## config.mk

```make
export PLATFORM = sky130hd
export DESIGN_NAME = pipe_stage_ctrl_flat
export DESIGN_NICKNAME = d
export VERILOG_FILES = /design/src/rtl/pipe_pkg.sv /design/src/rtl/pipe_stage_ctrl_if.sv /design/src/rtl/stage_valid_ctrl.sv /design/src/rtl/pipe_stage_ctrl.sv /design/src/flat_wrapper.sv
export SDC_FILE = /design/constraint.sdc
export NUM_CORES = 1
export LEC_CHECK = 0
export BUFFER_PORTS_ARGS = -buffer_cell sky130_fd_sc_hd__buf_2
export CAP_MARGIN = 10
export CORE_MARGIN = 5
export CORE_UTILIZATION = 36
export DETAILED_ROUTE_END_ITERATION = 10
export PLACE_DENSITY = 0.8
export SLEW_MARGIN = 20
export SYNTH_ARGS = -nofsm -noshare
export SYNTH_HDL_FRONTEND = slang
export SYNTH_HIERARCHICAL = 1
export SYNTH_SLANG_ARGS = --single-unit
```

## constraint.sdc

```tcl
create_clock -name clk -period 1.7 [get_ports clk]
set_input_delay 0 -clock clk [delete_from_list [all_inputs] [get_ports clk]]
set_output_delay 0 -clock clk [all_outputs]
set_load 0.01 [all_outputs]
```

## src/rtl/pipe_pkg.sv

```systemverilog
// Shared definitions for the 5-stage pipe scheduler: stage indices, fetch FSM
// encoding and the default perf-counter width.
package pipe_pkg;

  localparam int unsigned STG_IF  = 0;
  localparam int unsigned STG_ID  = 1;
  localparam int unsigned STG_EX  = 2;
  localparam int unsigned STG_MEM = 3;
  localparam int unsigned STG_WB  = 4;
  localparam int unsigned NUM_STG = 5;

  // RUN: fetch responses feed ID. CANCEL: the next response belongs to a
  // request issued before a flush and must be dropped.
  typedef enum logic {
    ST_RUN    = 1'b0,
    ST_CANCEL = 1'b1
  } fetch_state_e;

  localparam int unsigned CNT_W_DEFAULT = 32;

endpackage

```

## src/rtl/pipe_stage_ctrl_if.sv

```systemverilog
// Handshake bundle between the pipe datapath (master) and the stage scheduler
// (slave): fetch status, per-stage ready_go, commit events and scheduler outputs.
interface pipe_stage_ctrl_if
  import pipe_pkg::*;
#(
  parameter int unsigned CNT_W = CNT_W_DEFAULT
) ();

  logic             fetch_req_ok;
  logic             fetch_data_ok;
  logic             id_ready_go;
  logic             ex_ready_go;
  logic             mem_ready_go;
  logic             ex_wb;
  logic             eret_flush;

  logic             if_allowin;
  logic             id_allowin;
  logic             ex_allowin;
  logic             mem_allowin;
  logic             wb_allowin;
  logic             id_valid;
  logic             ex_valid;
  logic             mem_valid;
  logic             wb_valid;
  logic             flush;
  logic [CNT_W-1:0] retire_cnt;
  logic [CNT_W-1:0] stall_cnt;

  modport master (
    output fetch_req_ok, fetch_data_ok, id_ready_go, ex_ready_go, mem_ready_go,
           ex_wb, eret_flush,
    input  if_allowin, id_allowin, ex_allowin, mem_allowin, wb_allowin,
           id_valid, ex_valid, mem_valid, wb_valid, flush, retire_cnt, stall_cnt
  );

  modport slave (
    input  fetch_req_ok, fetch_data_ok, id_ready_go, ex_ready_go, mem_ready_go,
           ex_wb, eret_flush,
    output if_allowin, id_allowin, ex_allowin, mem_allowin, wb_allowin,
           id_valid, ex_valid, mem_valid, wb_valid, flush, retire_cnt, stall_cnt
  );

endinterface

```

## src/rtl/stage_valid_ctrl.sv

```systemverilog
// Valid bit and allowin/to_next handshake for a single pipeline stage.
module stage_valid_ctrl (
  input  logic clk,
  input  logic resetn,
  input  logic valid_in,
  input  logic ready_go,
  input  logic next_allowin,
  input  logic flush,
  output logic valid,
  output logic allowin,
  output logic to_next
);

  logic valid_q;

  assign allowin = ~valid_q | (ready_go & next_allowin);
  assign to_next = valid_q & ready_go;
  assign valid   = valid_q;

  // Flush kills the stage even when it is stalled and not accepting.
  always_ff @(posedge clk) begin
    if (!resetn) begin
      valid_q <= 1'b0;
    end else if (flush) begin
      valid_q <= 1'b0;
    end else if (allowin) begin
      valid_q <= valid_in;
    end
  end

endmodule

```

## src/rtl/pipe_stage_ctrl.sv

```systemverilog
// Valid/allowin scheduler for the IF-ID-EX-MEM-WB pipe with WB flush and stale
// fetch cancellation. Define PIPE_PERF_EN to build the retire/stall counters.
module pipe_stage_ctrl
  import pipe_pkg::*;
#(
  parameter int unsigned CNT_W = CNT_W_DEFAULT
) (
  input logic               clk,
  input logic               resetn,
  pipe_stage_ctrl_if.slave  bus
);

  logic id_valid, ex_valid, mem_valid, wb_valid;
  logic id_allowin, ex_allowin, mem_allowin, wb_allowin;
  logic id_to_next, ex_to_next, mem_to_next, wb_to_next;
  logic if_allowin;
  logic flush;
  logic fetch_accept;

  fetch_state_e state_q, state_d;
  logic         pending_q, pending_d;

  // IF holds no valid bit of its own; it may hand over whenever ID can take it.
  assign if_allowin = id_allowin;

  // WB always completes in one cycle, so wb_to_next marks a committing
  // instruction. ex_wb takes redirect priority in the PC mux, outside this block.
  assign flush = wb_to_next & (bus.ex_wb | bus.eret_flush);

  assign fetch_accept = bus.fetch_data_ok & (state_q == ST_RUN) & if_allowin & ~flush;

  stage_valid_ctrl u_id (
    .clk          (clk),
    .resetn       (resetn),
    .valid_in     (fetch_accept),
    .ready_go     (bus.id_ready_go),
    .next_allowin (ex_allowin),
    .flush        (flush),
    .valid        (id_valid),
    .allowin      (id_allowin),
    .to_next      (id_to_next)
  );

  stage_valid_ctrl u_ex (
    .clk          (clk),
    .resetn       (resetn),
    .valid_in     (id_to_next),
    .ready_go     (bus.ex_ready_go),
    .next_allowin (mem_allowin),
    .flush        (flush),
    .valid        (ex_valid),
    .allowin      (ex_allowin),
    .to_next      (ex_to_next)
  );

  stage_valid_ctrl u_mem (
    .clk          (clk),
    .resetn       (resetn),
    .valid_in     (ex_to_next),
    .ready_go     (bus.mem_ready_go),
    .next_allowin (wb_allowin),
    .flush        (flush),
    .valid        (mem_valid),
    .allowin      (mem_allowin),
    .to_next      (mem_to_next)
  );

  stage_valid_ctrl u_wb (
    .clk          (clk),
    .resetn       (resetn),
    .valid_in     (mem_to_next),
    .ready_go     (1'b1),
    .next_allowin (1'b1),
    .flush        (flush),
    .valid        (wb_valid),
    .allowin      (wb_allowin),
    .to_next      (wb_to_next)
  );

  // A request issued in the same cycle as a response replaces the old one.
  always_comb begin
    pending_d = pending_q;
    if (bus.fetch_req_ok) begin
      pending_d = 1'b1;
    end else if (bus.fetch_data_ok) begin
      pending_d = 1'b0;
    end
  end

  always_comb begin
    state_d = state_q;
    case (state_q)
      ST_RUN: begin
        if (flush && pending_q && !bus.fetch_data_ok) begin
          state_d = ST_CANCEL;
        end
      end
      ST_CANCEL: begin
        if (bus.fetch_data_ok && !flush) begin
          state_d = ST_RUN;
        end
      end
      default: state_d = ST_RUN;
    endcase
  end

  always_ff @(posedge clk) begin
    if (!resetn) begin
      state_q   <= ST_RUN;
      pending_q <= 1'b0;
    end else begin
      state_q   <= state_d;
      pending_q <= pending_d;
    end
  end

`ifdef PIPE_PERF_EN
  logic [CNT_W-1:0] retire_q;
  logic [CNT_W-1:0] stall_q;
  logic             bubble;

  assign bubble = ~wb_valid & (id_valid | ex_valid | mem_valid);

  always_ff @(posedge clk) begin
    if (!resetn) begin
      retire_q <= '0;
      stall_q  <= '0;
    end else begin
      retire_q <= retire_q + CNT_W'(wb_valid);
      stall_q  <= stall_q + CNT_W'(bubble);
    end
  end

  assign bus.retire_cnt = retire_q;
  assign bus.stall_cnt  = stall_q;
`else
  assign bus.retire_cnt = '0;
  assign bus.stall_cnt  = '0;
`endif

  assign bus.if_allowin  = if_allowin;
  assign bus.id_allowin  = id_allowin;
  assign bus.ex_allowin  = ex_allowin;
  assign bus.mem_allowin = mem_allowin;
  assign bus.wb_allowin  = wb_allowin;
  assign bus.id_valid    = id_valid;
  assign bus.ex_valid    = ex_valid;
  assign bus.mem_valid   = mem_valid;
  assign bus.wb_valid    = wb_valid;
  assign bus.flush       = flush;

endmodule
```

## src/flat_wrapper.sv

```systemverilog
// flat-port wrapper written by rule: the top's interface ports become plain ports
module pipe_stage_ctrl_flat import pipe_pkg::*;
#(
  parameter int unsigned CNT_W = CNT_W_DEFAULT
)
  (clk, resetn, bus_fetch_req_ok, bus_fetch_data_ok, bus_id_ready_go, bus_ex_ready_go, bus_mem_ready_go, bus_ex_wb, bus_eret_flush, bus_if_allowin, bus_id_allowin, bus_ex_allowin, bus_mem_allowin, bus_wb_allowin, bus_id_valid, bus_ex_valid, bus_mem_valid, bus_wb_valid, bus_flush, bus_retire_cnt, bus_stall_cnt);
  pipe_stage_ctrl_if #(.CNT_W(CNT_W)) bus_i ();
  input logic clk;
  input logic resetn;
  input wire logic [$bits(bus_i.fetch_req_ok)-1:0] bus_fetch_req_ok;
  input wire logic [$bits(bus_i.fetch_data_ok)-1:0] bus_fetch_data_ok;
  input wire logic [$bits(bus_i.id_ready_go)-1:0] bus_id_ready_go;
  input wire logic [$bits(bus_i.ex_ready_go)-1:0] bus_ex_ready_go;
  input wire logic [$bits(bus_i.mem_ready_go)-1:0] bus_mem_ready_go;
  input wire logic [$bits(bus_i.ex_wb)-1:0] bus_ex_wb;
  input wire logic [$bits(bus_i.eret_flush)-1:0] bus_eret_flush;
  output wire logic [$bits(bus_i.if_allowin)-1:0] bus_if_allowin;
  output wire logic [$bits(bus_i.id_allowin)-1:0] bus_id_allowin;
  output wire logic [$bits(bus_i.ex_allowin)-1:0] bus_ex_allowin;
  output wire logic [$bits(bus_i.mem_allowin)-1:0] bus_mem_allowin;
  output wire logic [$bits(bus_i.wb_allowin)-1:0] bus_wb_allowin;
  output wire logic [$bits(bus_i.id_valid)-1:0] bus_id_valid;
  output wire logic [$bits(bus_i.ex_valid)-1:0] bus_ex_valid;
  output wire logic [$bits(bus_i.mem_valid)-1:0] bus_mem_valid;
  output wire logic [$bits(bus_i.wb_valid)-1:0] bus_wb_valid;
  output wire logic [$bits(bus_i.flush)-1:0] bus_flush;
  output wire logic [$bits(bus_i.retire_cnt)-1:0] bus_retire_cnt;
  output wire logic [$bits(bus_i.stall_cnt)-1:0] bus_stall_cnt;
  assign bus_i.fetch_req_ok = bus_fetch_req_ok;
  assign bus_i.fetch_data_ok = bus_fetch_data_ok;
  assign bus_i.id_ready_go = bus_id_ready_go;
  assign bus_i.ex_ready_go = bus_ex_ready_go;
  assign bus_i.mem_ready_go = bus_mem_ready_go;
  assign bus_i.ex_wb = bus_ex_wb;
  assign bus_i.eret_flush = bus_eret_flush;
  assign bus_if_allowin = bus_i.if_allowin;
  assign bus_id_allowin = bus_i.id_allowin;
  assign bus_ex_allowin = bus_i.ex_allowin;
  assign bus_mem_allowin = bus_i.mem_allowin;
  assign bus_wb_allowin = bus_i.wb_allowin;
  assign bus_id_valid = bus_i.id_valid;
  assign bus_ex_valid = bus_i.ex_valid;
  assign bus_mem_valid = bus_i.mem_valid;
  assign bus_wb_valid = bus_i.wb_valid;
  assign bus_flush = bus_i.flush;
  assign bus_retire_cnt = bus_i.retire_cnt;
  assign bus_stall_cnt = bus_i.stall_cnt;
  pipe_stage_ctrl #(.CNT_W(CNT_W)) u_core (.clk(clk), .resetn(resetn), .bus(bus_i));
endmodule
```

==> run metrics, run 1 <==
CTS tree=built; Netlist cell types=16; Final Hold Vio Count=0; CP endpoint kind=output port; detailed router's first-iteration violation count=4; via count=454; GRT overflow=0; EDFF count, synth=0; buffer count from post-CTS setup fixing=0; Post-synth top cells=buf_4 (65), dfxtp_1 (6); syn_area_per_cell=8.387 sq um; Area growth syn-to-layout=-10.78%; Max VDD drop=0.3528 mV; Post-DRT Antenna Nets=0; Num CTS Buffers=3; worst hold stages=2; Critical Path Source Type=flop; fmax=0.7113 GHz; Initial Util=0.3793; GPL Wtd Cong=0.6693; Max H-tree Level=1; initial antenna violation count=0; PwrDens=530.7 mW/mm^2; asr flop ratio synth=0; RSZ-0062 raised after global routing=no; Rows=17; Die Y=58.51 um; required time of the worst setup path=1.70 ns; Maximum Capacitance Violations=0; Die ar.=0.003423 sq mm; CTS root buffer=clkbuf_4; number of synthesized register bits=6; HPWL after DPL=1153 um; Resize count post-CTS=0; Seq/Total Area, Yosys=0.1418; status=completed; 1st-pass router iterations=2; Power Total=0.4011 mW; Nets=133; CTS max path bufs=2; minimum clock period=1.406 ns; share of the synthesized area in the top cell type=0.5761; IO Pins=83; Wirelength per Cell=8.547 um; drt via density=3.027; CTS Sinks=6; Pleak=0.4431 nW; WL final=1282 um; Top FF cell, synth=dfxtp_1; Worst R2R Path Depth=7; DIE WIDTH=58.51 um; Hold WC Path Type=in2reg; clk slew on worst S/H paths=0.05 ns; cell type with the largest total area after synthesis=buf_4; CTS Hold Bufs=1; DRC=0; post-synthesis cell area=847.1 sq um; Final Skew=0.0007806 ns; number of global-route vias before repair=337; worst setup path class=reg2out; final worst-path cycle share=0.8270; Total GRT Usage=0.06058; CP arrival=1.41 ns; final hold slack=0.05271 ns; Max Slew Vio Count=0; setup TNS=0 ns; Worst-Skew Late Latency=0.24 ns; port buffer count=17; ranking of synthesized cells by area=buf_4 (58%), dfxtp_1 (14%), a21bo_4 (7.7%); largest net degree at the start of global routing=9; Diodes inserted=0; most frequent cell after synthesis=buf_4; cell count after synthesis=101; # setup viols final=0; Max FO, Critical Path=4; first-pass GRT wire length=1497 um; share of layout cells above drive strength 1=0.2705; yosys warns=6; Core ar.=0.002233 sq mm
## layer usage
layer	GRT usage	part of all wire
met5	0	0
met4	0.05960	0.011
met3	0.02851	0.18
met2	0.07177	0.46
met1	0.07592	0.34
## power breakdown
part	total [mW]	switching, mW	internal (mW)	leakage [nW]
Sequential	0.149	0.00266	0.146	0.0491
Combinational	0.117	0.0905	0.0260	0.380
Clock	0.136	0.0555	0.0802	0.0138
Total	0.401	0.149	0.252	0.443
## kinds of logic (layout without fill, tap and decap cells)
family | count (synthesis) | after routing | share of synthesized area
other | 2 | 67 | 0.008866
AND/OR/NAND/NOR | 12 | 12 | 0.09305
AO/OA/AOI/OAI | 12 | 12 | 0.1625
flip-flops | 6 | 6 | 0.1418
buffers and inverters | 69 | 25 | 0.5938
## registers in the layout, summed over array words and instances, names as in the netlist
register / cells
u_core/u_ex/valid: 1
u_core/u_id/valid: 1
u_core/u_wb/valid: 1
u_core/pending_q: 1
u_core/state_q: 1
u_core/u_mem/valid: 1
## worst paths after layout
path / startpoint / end / slack, ns
worst max-delay path: u_core/u_mem/valid / bus_id_allowin / 0.29
worst min-delay path: resetn / u_core/pending_q / 0.05
worst max register to register: u_core/u_mem/valid / u_core/u_id/valid / 0.36
worst min register to register: u_core/state_q / u_core/u_id/valid / 0.55
## cell type report
cell class	instances	area, sq um
clock buffers	3	22.52
fillers	267	1478
inverters	4	15.01
well taps	28	35.03
multi-input cells	91	467.9
repair buffers	18	95.09
flip-flops and latches	6	120.1
## worst max-delay path: stages, from the launching register on
cell and delay [ns]:
dfxtp_1 0.34, a21bo_4 0.25, a21bo_4 0.22, a21bo_4 0.22, buf_2 0.14
## layout by cell type (no fill, tap or decap), drive strengths merged
cell type    instances
nor3                 1
nand2                1
clkbuf               3
and3b                1
nand2b               4
conb                67
dlygate4sd3          1
dfxtp                6
nor2b                1
buf                 17
a21bo                4
o21a                 2
inv                  4
a311o                1
a21oi                4
o2111a               1
and2                 4
## per-stage QoR
| stage | cells | instance area, sq um | utilization | worst slack (ns) |
|---|---|---|---|---|
| after CTS | 150 | 755.7 | 0.3384 | 0.2730 |
| after floorplan | 166 | 1091 | - | 0.2997 |
| after detailed placement | 146 | 723.2 | 0.3238 | 0.3529 |
| final | 150 | 755.7 | 0.3384 | 0.2941 |
| after global routing | 150 | 755.7 | 0.3384 | 0.2196 |
| after global placement | 146 | 723.2 | 0.3238 | 0.3939 |
No activity file was read; power rests on OpenSTA's default activity.
==> inputs of run 2 (changes only) <==
ABC_AREA = 1   (was not set)
CORE_UTILIZATION = 35   (was 36)
PLACE_DENSITY = 0.79   (was 0.8)
clock period = 1.3 ns   (was 1.7 ns; I/O delays follow)
==> run metrics, run 2 <==
dpl cells=162; final worst-path cycle share=0.8820; Pleak=0.4771 nW; Area growth syn-to-layout=-10.86%; # setup viols final=0; Core ar.=0.002212 sq mm; clk slew on worst S/H paths=0.05 ns; asr flop ratio synth=0; number of global-route vias before repair=347; port buffer count=17; required time of the worst setup path=1.48 ns; syn_area_per_cell=6.994 sq um; Critical Path Source Type=flop; Post-Synth Adder-Cell Area=0; Wirelength per Cell=7.428 um; IO Pins=83; met2 Resource Use GR=0.07496; number of synthesized register bits=6; minimum clock period=1.147 ns; FILL cells=269; mux contribution to synthesized area=0; leading cell type in the layout, fill and taps excluded=conb_1; post-synthesis cell area=818.3 sq um; Max VDD drop=0.3921 mV; PwrDens=706.9 mW/mm^2; GPL Wtd Cong=0.7039; Largest stage delay, worst path=0.32 ns; drt via density=3.036; CP arrival=1.33 ns; CP endpoint kind=flop; initial antenna violation count=0; share of layout cells above drive strength 1=0.2101; CTS max path bufs=2; WL final=1233 um; largest net degree at the start of global routing=7; Post-DRT Antenna Nets=0; post-synthesis xor/xnor area fraction=0; worst setup path class=reg2reg; most frequent cell after synthesis=buf_4; commonest cells after routing, fill and taps aside=conb_1 (67), buf_2 (17), inv_1 (15); Max H-tree Level=1; Finished Layout Cells=166; Max FO, Critical Path=4; CP Cell Sequence=nand2_2 -> nand2_1 -> nand2_2 -> nand2_1 -> nand2_2 -> inv_1 -> nor3_1 -> inv_1 -> a21oi_2; placed inst area=694.4 sq um; EDFF count, synth=0; crit-path leading delay family=simple AND/OR/NAND/NOR gates; via count=504; grt met3 use=0.03070; Total GRT Usage=0.05810; Maximum Capacitance Violations=0; Hold WC Path Type=in2reg; pre-CTS WS=0.1641 ns; Die ar.=0.003405 sq mm; post-synthesis simple-gate area fraction=0.1147; yosys warns=6; Num CTS Buffers=3; fmax=0.8722 GHz; buffer and inverter count on the worst path=2; DRC=0; share of the synthesized area in the top cell type=0.5963; Rows=17; Top FF cell, synth=dfxtp_1; GR Util met1=0.07285; CP max-delay cell=dfxtp_1; setup TNS=0 ns; ranking of synthesized cells by area=buf_4 (60%), dfxtp_1 (15%), inv_1 (6.9%); Final Skew=0.004192 ns; cell count after synthesis=117; Nets=149; CTS Sinks=6; status=completed; Final Hold Vio Count=0; global route hottest layer=met2; CTS root buffer=clkbuf_4; HPWL after DPL=1107 um; GRT overflow=0; final hold slack=0.04117 ns; DIE WIDTH=58.35 um; Diodes inserted=0; 1st-pass router iterations=3; cell type with the largest total area after synthesis=buf_4; Synth Area in Compound Gates=0.06422; detailed router's first-iteration violation count=3; RSZ-0062 raised after global routing=no; CTS tree=built; first-pass GRT wire length=1469 um; Netlist cell types=12; Seq/Total Area, Yosys=0.1468; buffer count from post-CTS setup fixing=0; Initial Util=0.3699; most frequent CP cell=nand2_2; setup ws final=0.1534 ns; Post-synth top cells=buf_4 (65), inv_1 (15), nand2_1 (13), dfxtp_1 (6); Worst-Skew Late Latency=0.24 ns; Max Slew Vio Count=0; cell area after layout=729.5 sq um; main combinational cell family by area after synthesis=buffers and inverters; Die Y=58.35 um
run 2: cell count changes after synthesis, moves of 4 or more:
cell	before	now
nand2b_1	4	0
nor2_1	0	4
inv_1	4	15
nand2_1	1	13
and2_2	4	0
nand2_2	0	4
a21bo_4	4	0
run 2: worst paths after layout:
kind	endpoint	cells after the start	slack, ns	start
min reg2reg	u_core/state_q	2	0.48	u_core/state_q
min	u_core/pending_q	2	0.04	resetn
max reg2reg	u_core/u_id/valid	9	0.15	u_core/u_mem/valid
max	u_core/u_id/valid	9	0.15	u_core/u_mem/valid
run 2: what timing repair did:
| action | CTS | global route |
|---|---|---|
| hold buffers | 1 | 0 |
| endpoints found under the hold margin | 1 | 0 |
| gates resized for setup | 0 | 1 |
| setup endpoints to repair | 0 | 1 |
run 2: cell type report:
type	instances	area (sq um)	share of cell area
Multi-Input combinational cell	96	400.4	0.5489
Inverter	15	56.30	0.07719
Sequential cell	6	120.1	0.1647
Tap cell	28	35.03	0.04803
Clock buffer	3	22.52	0.03087
Timing Repair Buffer	18	95.09	0.1304
run 2: kinds of logic after synthesis:
| family | Yosys count |
|---|---|
| AO/OA/AOI/OAI | 7 |
| buffers and inverters | 80 |
| other | 2 |
| AND/OR/NAND/NOR | 22 |
| flip-flops | 6 |
run 2: report_power, final:
group	total, mW	switching, mW	internal (mW)
sequential	0.196	0.00440	0.192
clock	0.169	0.0645	0.104
combinational	0.151	0.122	0.0294
run 2: worst reg2reg max path: cells and delay by family, from the launching register on:
family / cells / cell delay [ns]
AO/OA/AOI/OAI: 1 / 0.12
buffers and inverters: 2 / 0.12
AND/OR/NAND/NOR: 6 / 0.54
flip-flops: 1 / 0.32
run 2: routing by layer:
layer / share of wire / wire, um
met2: 0.46 / 571
met1: 0.35 / 428
met4: 0.0065 / 8
met3: 0.18 / 224
met5: 0 / 0
run 2: stage by stage:
stage          power [mW]  utilization
5_1_grt            0.5601       0.3298
3_5_place_dp       0.3407       0.3139
3_3_place_gp       0.3400       0.3139
4_1_cts            0.5226       0.3286
6_report           0.5156       0.3298
2_1_floorplan      0.4588            -
